`config.mk`:
```
export PLATFORM = sky130hd
export DESIGN_NAME = hunter_sprite
export DESIGN_NICKNAME = d
export VERILOG_FILES = /design/src/rtl/hunter_sprite.sv
export SDC_FILE = /design/constraint.sdc
export NUM_CORES = 1
export LEC_CHECK = 0
export ABC_AREA = 1
export CORE_ASPECT_RATIO = 0.8
export CORE_MARGIN = 5
export CORE_UTILIZATION = 62
export CTS_BUF_LIST = sky130_fd_sc_hd__clkbuf_16
export CTS_CLUSTER_SIZE = 14
export DETAILED_ROUTE_END_ITERATION = 10
export GPL_TIMING_DRIVEN = 0
export PLACE_DENSITY = 0.94
export SLEW_MARGIN = 10
export SYNTH_ARGS = -nofsm -noshare
export SYNTH_HDL_FRONTEND = slang
export SYNTH_SLANG_ARGS = --single-unit
```
`constraint.sdc`:
```
create_clock -name CLOCK_50 -period 7.1 [get_ports CLOCK_50]
set_input_delay 1.775 -clock CLOCK_50 [delete_from_list [all_inputs] [get_ports CLOCK_50]]
set_output_delay 1.775 -clock CLOCK_50 [all_outputs]
set_load 0.05 [all_outputs]
```
`src/rtl/hunter_sprite.sv`:
```
// Crosshair sprite: moves on frame ticks, erases/redraws five pixels
// on request, and reports a one-shot fire pulse with the aim point.
module hunter_sprite #(
   parameter int         X_INIT        = 80,
   parameter int         Y_INIT        = 60,
   parameter int         STEP          = 1,
   parameter logic [2:0] HUNTER_COLOUR = 3'b001
) (
   input  logic       CLOCK_50,
   input  logic       reset,
   input  logic       frame_tick,
   input  logic       start,
   input  logic       move_left,
   input  logic       move_right,
   input  logic       move_up,
   input  logic       move_down,
   input  logic       fire,
   output logic [7:0] x_out,
   output logic [6:0] y_out,
   output logic [2:0] colour,
   output logic       plot,
   output logic       busy,
   output logic       done,
   output logic       shot,
   output logic [7:0] shot_x,
   output logic [6:0] shot_y
);

   typedef enum logic [1:0] {IDLE, ERASE, DRAW, DONE} state_t;

   localparam logic [8:0] STEP_X = 9'(STEP);
   localparam logic [7:0] STEP_Y = 8'(STEP);
   localparam logic [8:0] X_MAX  = 9'd158;
   localparam logic [7:0] Y_MAX  = 8'd118;

   state_t     state, state_nxt;
   logic [2:0] k, k_nxt;
   logic [7:0] cur_x, drw_x, x_nxt, base_x, pix_x;
   logic [6:0] cur_y, drw_y, y_nxt, base_y, pix_y;
   logic [8:0] x_wide;
   logic [7:0] y_wide;
   logic [2:0] pix_col;
   logic       pix_en;
   logic       fire_q;
   logic       fire_rise;

   // Saturating next position; opposing requests cancel on that axis
   always_comb begin
      x_wide = {1'b0, cur_x};
      y_wide = {1'b0, cur_y};
      if (move_left && !move_right) begin
         if (x_wide > STEP_X) x_wide = x_wide - STEP_X;
         else                 x_wide = 9'd1;
      end else if (move_right && !move_left) begin
         x_wide = x_wide + STEP_X;
      end
      if (move_up && !move_down) begin
         if (y_wide > STEP_Y) y_wide = y_wide - STEP_Y;
         else                 y_wide = 8'd1;
      end else if (move_down && !move_up) begin
         y_wide = y_wide + STEP_Y;
      end
      if (x_wide < 9'd1) x_wide = 9'd1;
      if (x_wide > X_MAX) x_wide = X_MAX;
      if (y_wide < 8'd1) y_wide = 8'd1;
      if (y_wide > Y_MAX) y_wide = Y_MAX;
      x_nxt = x_wide[7:0];
      y_nxt = y_wide[6:0];
   end

   // Current and last-drawn positions
   always_ff @(posedge CLOCK_50 or negedge reset) begin
      if (!reset) begin
         cur_x <= 8'(X_INIT);
         cur_y <= 7'(Y_INIT);
         drw_x <= 8'(X_INIT);
         drw_y <= 7'(Y_INIT);
      end else begin
         if (state == IDLE && frame_tick) begin
            cur_x <= x_nxt;
            cur_y <= y_nxt;
         end
         if (state == DRAW && k == 3'd4) begin
            drw_x <= cur_x;
            drw_y <= cur_y;
         end
      end
   end

   // State and pixel-index register
   always_ff @(posedge CLOCK_50 or negedge reset) begin
      if (!reset) begin
         state <= IDLE;
         k     <= 3'd0;
      end else begin
         state <= state_nxt;
         k     <= k_nxt;
      end
   end

   // Next-state: five pixels erased, five drawn, one done cycle
   always_comb begin
      state_nxt = state;
      k_nxt     = k;
      unique case (state)
         IDLE: begin
            if (start) begin
               state_nxt = ERASE;
               k_nxt     = 3'd0;
            end
         end
         ERASE: begin
            if (k == 3'd4) begin
               state_nxt = DRAW;
               k_nxt     = 3'd0;
            end else begin
               k_nxt = k + 3'd1;
            end
         end
         DRAW: begin
            if (k == 3'd4) begin
               state_nxt = DONE;
               k_nxt     = 3'd0;
            end else begin
               k_nxt = k + 3'd1;
            end
         end
         DONE: begin
            state_nxt = IDLE;
            k_nxt     = 3'd0;
         end
      endcase
   end

   // Pixel to emit this cycle: cross shape around the chosen centre
   always_comb begin
      pix_en  = (state == ERASE) || (state == DRAW);
      base_x  = (state == DRAW) ? cur_x : drw_x;
      base_y  = (state == DRAW) ? cur_y : drw_y;
      pix_col = (state == DRAW) ? HUNTER_COLOUR : 3'b000;
      pix_x   = base_x;
      pix_y   = base_y;
      unique case (k)
         3'd1:    pix_x = base_x - 8'd1;
         3'd2:    pix_x = base_x + 8'd1;
         3'd3:    pix_y = base_y - 7'd1;
         3'd4:    pix_y = base_y + 7'd1;
         default: begin
            pix_x = base_x;
            pix_y = base_y;
         end
      endcase
   end

   assign fire_rise = fire && !fire_q;

   // Registered outputs; coordinates hold while not plotting
   always_ff @(posedge CLOCK_50 or negedge reset) begin
      if (!reset) begin
         x_out  <= 8'd0;
         y_out  <= 7'd0;
         colour <= 3'd0;
         plot   <= 1'b0;
         busy   <= 1'b0;
         done   <= 1'b0;
         shot   <= 1'b0;
         shot_x <= 8'd0;
         shot_y <= 7'd0;
         fire_q <= 1'b0;
      end else begin
         plot   <= pix_en;
         busy   <= (state != IDLE);
         done   <= (state == DONE);
         fire_q <= fire;
         shot   <= fire_rise;
         if (pix_en) begin
            x_out  <= pix_x;
            y_out  <= pix_y;
            colour <= pix_col;
         end
         if (fire_rise) begin
            shot_x <= cur_x;
            shot_y <= cur_y;
         end
      end
   end

endmodule

```
* Word-level counts from Yosys, hierarchy flattened
Cells that the tools add are included.
** Storage, ports and cells
- RAM bits :: 0
- Input bits :: 9
- Memories :: 0
- Bits in latches :: 0
- Memory bits (read-only) :: 0
- Output and inout bits :: 37
- Logic and storage cells :: 80
- Bits in registers :: 73
** Operators by class
- Reductions and logical operators :: 17
- Shift-type cells :: 0
- Magnitude comparators :: 6
- $add $sub $neg :: 9
- Mux-type cells :: 22
- Div/mod/pow operators :: 0
- Equality and inequality tests :: 10
- Bitwise gates (word level) :: 0
- Multipliers :: 0
** Operator list (count)
- two-way mux 8 bit :: 6
- two-way mux 9 bit :: 4
- case mux 8 bit (2 select lines) :: 1
- two-way mux 7 bit :: 2
- case mux 7 bit (2 select lines) :: 1
- adder 8 x 1 -> 9 bit, second input constant :: 1
- > comparator 9 x 8 -> 1 bit, second input constant :: 1
- less-than comparator 9 x 1 -> 1 bit, second input constant :: 1
- case mux 3 bit (3 select lines) :: 1
- subtractor 8 x 1 -> 9 bit, second input constant :: 1
- adder 7 x 1 -> 8 bit, second input constant :: 1
- adder 8 x 1 -> 8 bit, second input constant :: 1
- > comparator 8 x 1 -> 1 bit, second input constant :: 1
- > comparator 8 x 7 -> 1 bit, second input constant :: 1
- less-than comparator 8 x 1 -> 1 bit, second input constant :: 1
- case mux 2 bit (4 select lines) :: 1
- subtractor 7 x 1 -> 8 bit, second input constant :: 1
- subtractor 8 x 1 -> 8 bit, second input constant :: 1
- adder 7 x 1 -> 7 bit, second input constant :: 1
- > comparator 7 x 1 -> 1 bit, second input constant :: 1
- logical AND 1 bit :: 7
- subtractor 7 x 1 -> 7 bit, second input constant :: 1
- == test 3 x 2 -> 1 bit, second input constant :: 2
- two-way mux 2 bit :: 3
- 15 further kinds :: 22

* Depth between registers and ports, before layout
- Depth after elaboration :: 8
- Mapped depth :: 18
- Gate-level depth less buffers :: 16

* Least setup slack after synthesis
No wires, ideal clock.
- Path type :: input port to flip-flop
- Start :: input move_left
- End :: register cur_x[0]
- Stages :: 12
- Setup time :: 117 ps
- Required time :: 6983 ps
- Arrival :: 2780 ps
- Path buffers :: 0
- Path slack :: 4203 ps
- Path through :: inv_1 -> nand2_1 -> nor2_2 -> nand3_1 -> nand2_1 -> nand3_1 -> nand3_1 -> inv_1 -> nand3_1 -> nand2_1 -> nand3_1 -> nand2_1
** On the way
- Longest elaborated chain between the ends :: 8
- Elaborated cells on any way between the ends :: 9
- Those cells by class :: order compare: 2; mux: 4; reduce/logical: 3
** RTL lines
- start: declaration :: RTL line 13 : input logic move_left,
- zero test 1 bit :: RTL line 54 : end else if (move_right && !move_left) begin
- logical AND 1 bit :: RTL line 54
- two-way mux 9 bit :: RTL line 54
- two-way mux 9 bit * :: RTL line 51 : if (move_left && !move_right) begin
- less-than comparator 9 x 1 -> 1 bit :: RTL line 63 : if (x_wide < 9'd1) x_wide = 9'd1;
- two-way mux 9 bit * :: RTL line 63
- > comparator 9 x 8 -> 1 bit :: RTL line 64 : if (x_wide > X_MAX) x_wide = X_MAX;
- two-way mux 8 bit * :: RTL line 64
- end signal: assignment :: RTL line 74 : cur_x <= 8'(X_INIT);
- end signal: assignment :: RTL line 80 : cur_x <= x_nxt;
- end: declaration :: RTL line 38 : logic [7:0] cur_x, drw_x, x_nxt, base_x, pix_x;
Every way passes the cells marked *; elsewhere a longest branch is shown, timed or not.
A chain may end at the register's enable or synchronous reset.

* Final worst setup path
- Start :: input move_up
- End :: register cur_y[0]
** On the way
- Longest elaborated chain between the ends :: 8
- Elaborated cells on any way between the ends :: 9
- Those cells by class :: order compare: 2; mux: 4; reduce/logical: 3
** RTL lines
- start: declaration :: RTL line 15 : input logic move_up,
- zero test 1 bit :: RTL line 60 : end else if (move_down && !move_up) begin
- logical AND 1 bit :: RTL line 60
- two-way mux 8 bit :: RTL line 60
- two-way mux 8 bit * :: RTL line 57 : if (move_up && !move_down) begin
- less-than comparator 8 x 1 -> 1 bit :: RTL line 65 : if (y_wide < 8'd1) y_wide = 8'd1;
- two-way mux 8 bit * :: RTL line 65
- > comparator 8 x 7 -> 1 bit :: RTL line 66 : if (y_wide > Y_MAX) y_wide = Y_MAX;
- two-way mux 7 bit * :: RTL line 66
- end signal: assignment :: RTL line 75 : cur_y <= 7'(Y_INIT);
- end signal: assignment :: RTL line 81 : cur_y <= y_nxt;
- end: declaration :: RTL line 39 : logic [6:0] cur_y, drw_y, y_nxt, base_y, pix_y;
Marked as above.

==> results.cfg <==
[timing]
finalCriticalPeriod_ns = 3.45
worst_slew_pin_slew_ns = 0.617
relSlewSlack_pct = 58.6
fmax_ghz = 0.290
final.setup_skew_ns = 0.00717
setup_violations = 0
maxSlewViolCount = 0
hold_viol_final = 0
rsz0062_at_grt = no
timing.hold.ws_ns = 0.417
fin_crit_sh_pct = 48.6
fin_tns_setup_ns = 0

[floorplan]
pin_count = 46
die_area_um2 = 9360
initial_core_util_pct = 63.3
dieWidth_um = 107
die_y_um = 87.5
core_area_um2 = 7360
rows = 28

[cells_and_area]
syn2layout_area_growth_pct = 18.2
design_area_um2 = 5510
finalNetCount = 720
drive_gt1_share_pct = 11.3
antennaDiodeCount = 0

[synth]
synth-edff-count = 0
yosysWarnings = 0
async_flop_share_pct = 100
synth_area_um2 = 4660
synth_ff_type = dfrtp_1
ys_types = 39
synth-seq-cells = 71
syn_inst = 627
seq_area_frac_synth_pct = 38.5
avgSynthCellArea_um2 = 7.43

[setup_path]
crit_path_start_kind = input pin
cp_data_arrival_time_ns = 3.66
cp_max_fo = 7
crit_required_ns = 7.31
crit_type = input pin to flip-flop
endpoint_kind = flip-flop

[routing]
viasPerCell = 5.79
postRouteAntennaNets = 0
drtIter0Drc = 350
drc = 0
wl_per_cell_um = 15.3
vias = 4508
drt_pre_antenna_iters = 7
routed_wl_um = 11900

[place]
gp_congestion = 0.940
portBuffers = 43
place_hpwl_um = 8460
place_area_um2 = 5220

[grt]
grt_usage_pct = 26.6
grt_start_max_net_pins = 38
antenna_found_initial = 0
grt_pass1_vias = 4386
grt_pass1_wl_um = 20100
overflow = 0

[job]
cap_violations = 0

[cts]
cts_root_buffer = clkbuf_16
clk_latency_ns = 0.34
cts_setup_buffers = 0
clkSinkCount = 71
cts_htree_levels = 3
cts_buffer_depth = 2
cts_tree = yes
cts_buffers = 9
cts_resized = 0
hold_buffers = 0
clk_pin_slew_ns = 0.05

[min_path]
holdCritPathClass = flip-flop to flip-flop

[status]
outcome = complete, no violations
## flip-flops by register name, summed over array words and instances (netlist names)
| signal | count |
|---|---|
| busy | 1 |
| colour | 1 |
| cur_x | 8 |
| cur_y | 7 |
| done | 1 |
| drw_x | 8 |
| drw_y | 7 |
| fire_q | 1 |
| k | 3 |
| plot | 1 |
| shot | 1 |
| shot_x | 8 |
| shot_y | 7 |
| state | 2 |
| x_out | 8 |
| y_out | 7 |
## worst max-delay path, cell delays in order
cell	delay, ns
clkdlybuf4s50_1	0.53
nand2_2	0.14
inv_1	0.21
nand2_2	0.12
o21ai_0	0.37
nand3_2	0.19
nand2_1	0.14
inv_1	0.05
nand2_1	0.07
nand2_1	0.06
## cell families after synthesis
| logic type | share of synthesized area [%] |
|---|---|
| compound gates | 14.2 |
| xor+xnor | 2.82 |
| fa+ha+maj | 7.84 |
| buf+inv | 7.55 |
| flops | 38.5 |
| other cells | 0.0805 |
| simple gates | 29.1 |
## cell usage after synthesis, types with 8 or more instances
cell type	n	area, um2
nand2_2	12	75.1
nand2_1	173	649
ha_1	26	325
clkbuf_1	12	45.0
inv_1	55	206
nor2_1	41	154
a21oi_1	26	130
inv_2	9	33.8
o21ai_0	77	385
dfstp_2	12	315
nor2_2	8	50.1
nand3_1	51	255
dfrtp_1	59	1480
xor2_1	11	96.3
## per-stage QoR
stage / util (%) / std cells / setup WS, ns
after floorplan: - / 628 / 4.20
after global placement: 70.7 / 761 / 2.02
after detailed placement: 71.0 / 762 / 3.41
after CTS: 74.8 / 778 / 3.72
after global routing: 74.8 / 778 / 3.53
final: 74.8 / 778 / 3.65
## layer usage
layer	up-vias	GRT usage, %	share of wire, %	routed length, um
met5	-	0	0	0
li1	2149	-	-	-
met1	2079	31.5	40	4830
met3	43	6.71	7.8	930
met4	0	10.8	2.4	285
met2	237	46.9	49	5890
## final timing paths
path	from	end	slack [ns]	cells after the start
hold / removal	fire_q	shot	0.42	1
max in group asynchronous	reset	cur_y[2]	5.10	2
setup / recovery	move_up	cur_y[0]	3.65	10
setup reg to reg	state[0]	y_out[6]	3.82	16
min in group asynchronous	reset	y_out[0]	1.38	1
hold reg to reg	fire_q	shot	0.42	1
## cell usage in the layout (no fill, tap or decap), types with 12 or more instances in the layout
| master | count |
|---|---|
| nand2_1 | 173 |
| o21ai_0 | 77 |
| dfrtp_1 | 59 |
| inv_1 | 58 |
| nand3_1 | 51 |
| clkdlybuf4s50_1 | 42 |
| nor2_1 | 41 |
| a21oi_1 | 26 |
| ha_1 | 26 |
| clkbuf_1 | 12 |
| nand2_2 | 12 |
| dfstp_2 | 12 |
## final cells by class
type                    instances  area, um2
clock inverters                 7       58.8
well taps                      90        113
repair buffers                 44        448
fillers                       521       1850
flip-flops and latches         71       1790
inverters                      65        244
multi-input cells             472       2520
plain buffers                  20        108
clock buffers                   9        225
Power is left out: the tool's default activity adds up to more than one toggle a clock period on the data nets, which glitch-free logic cannot reach.
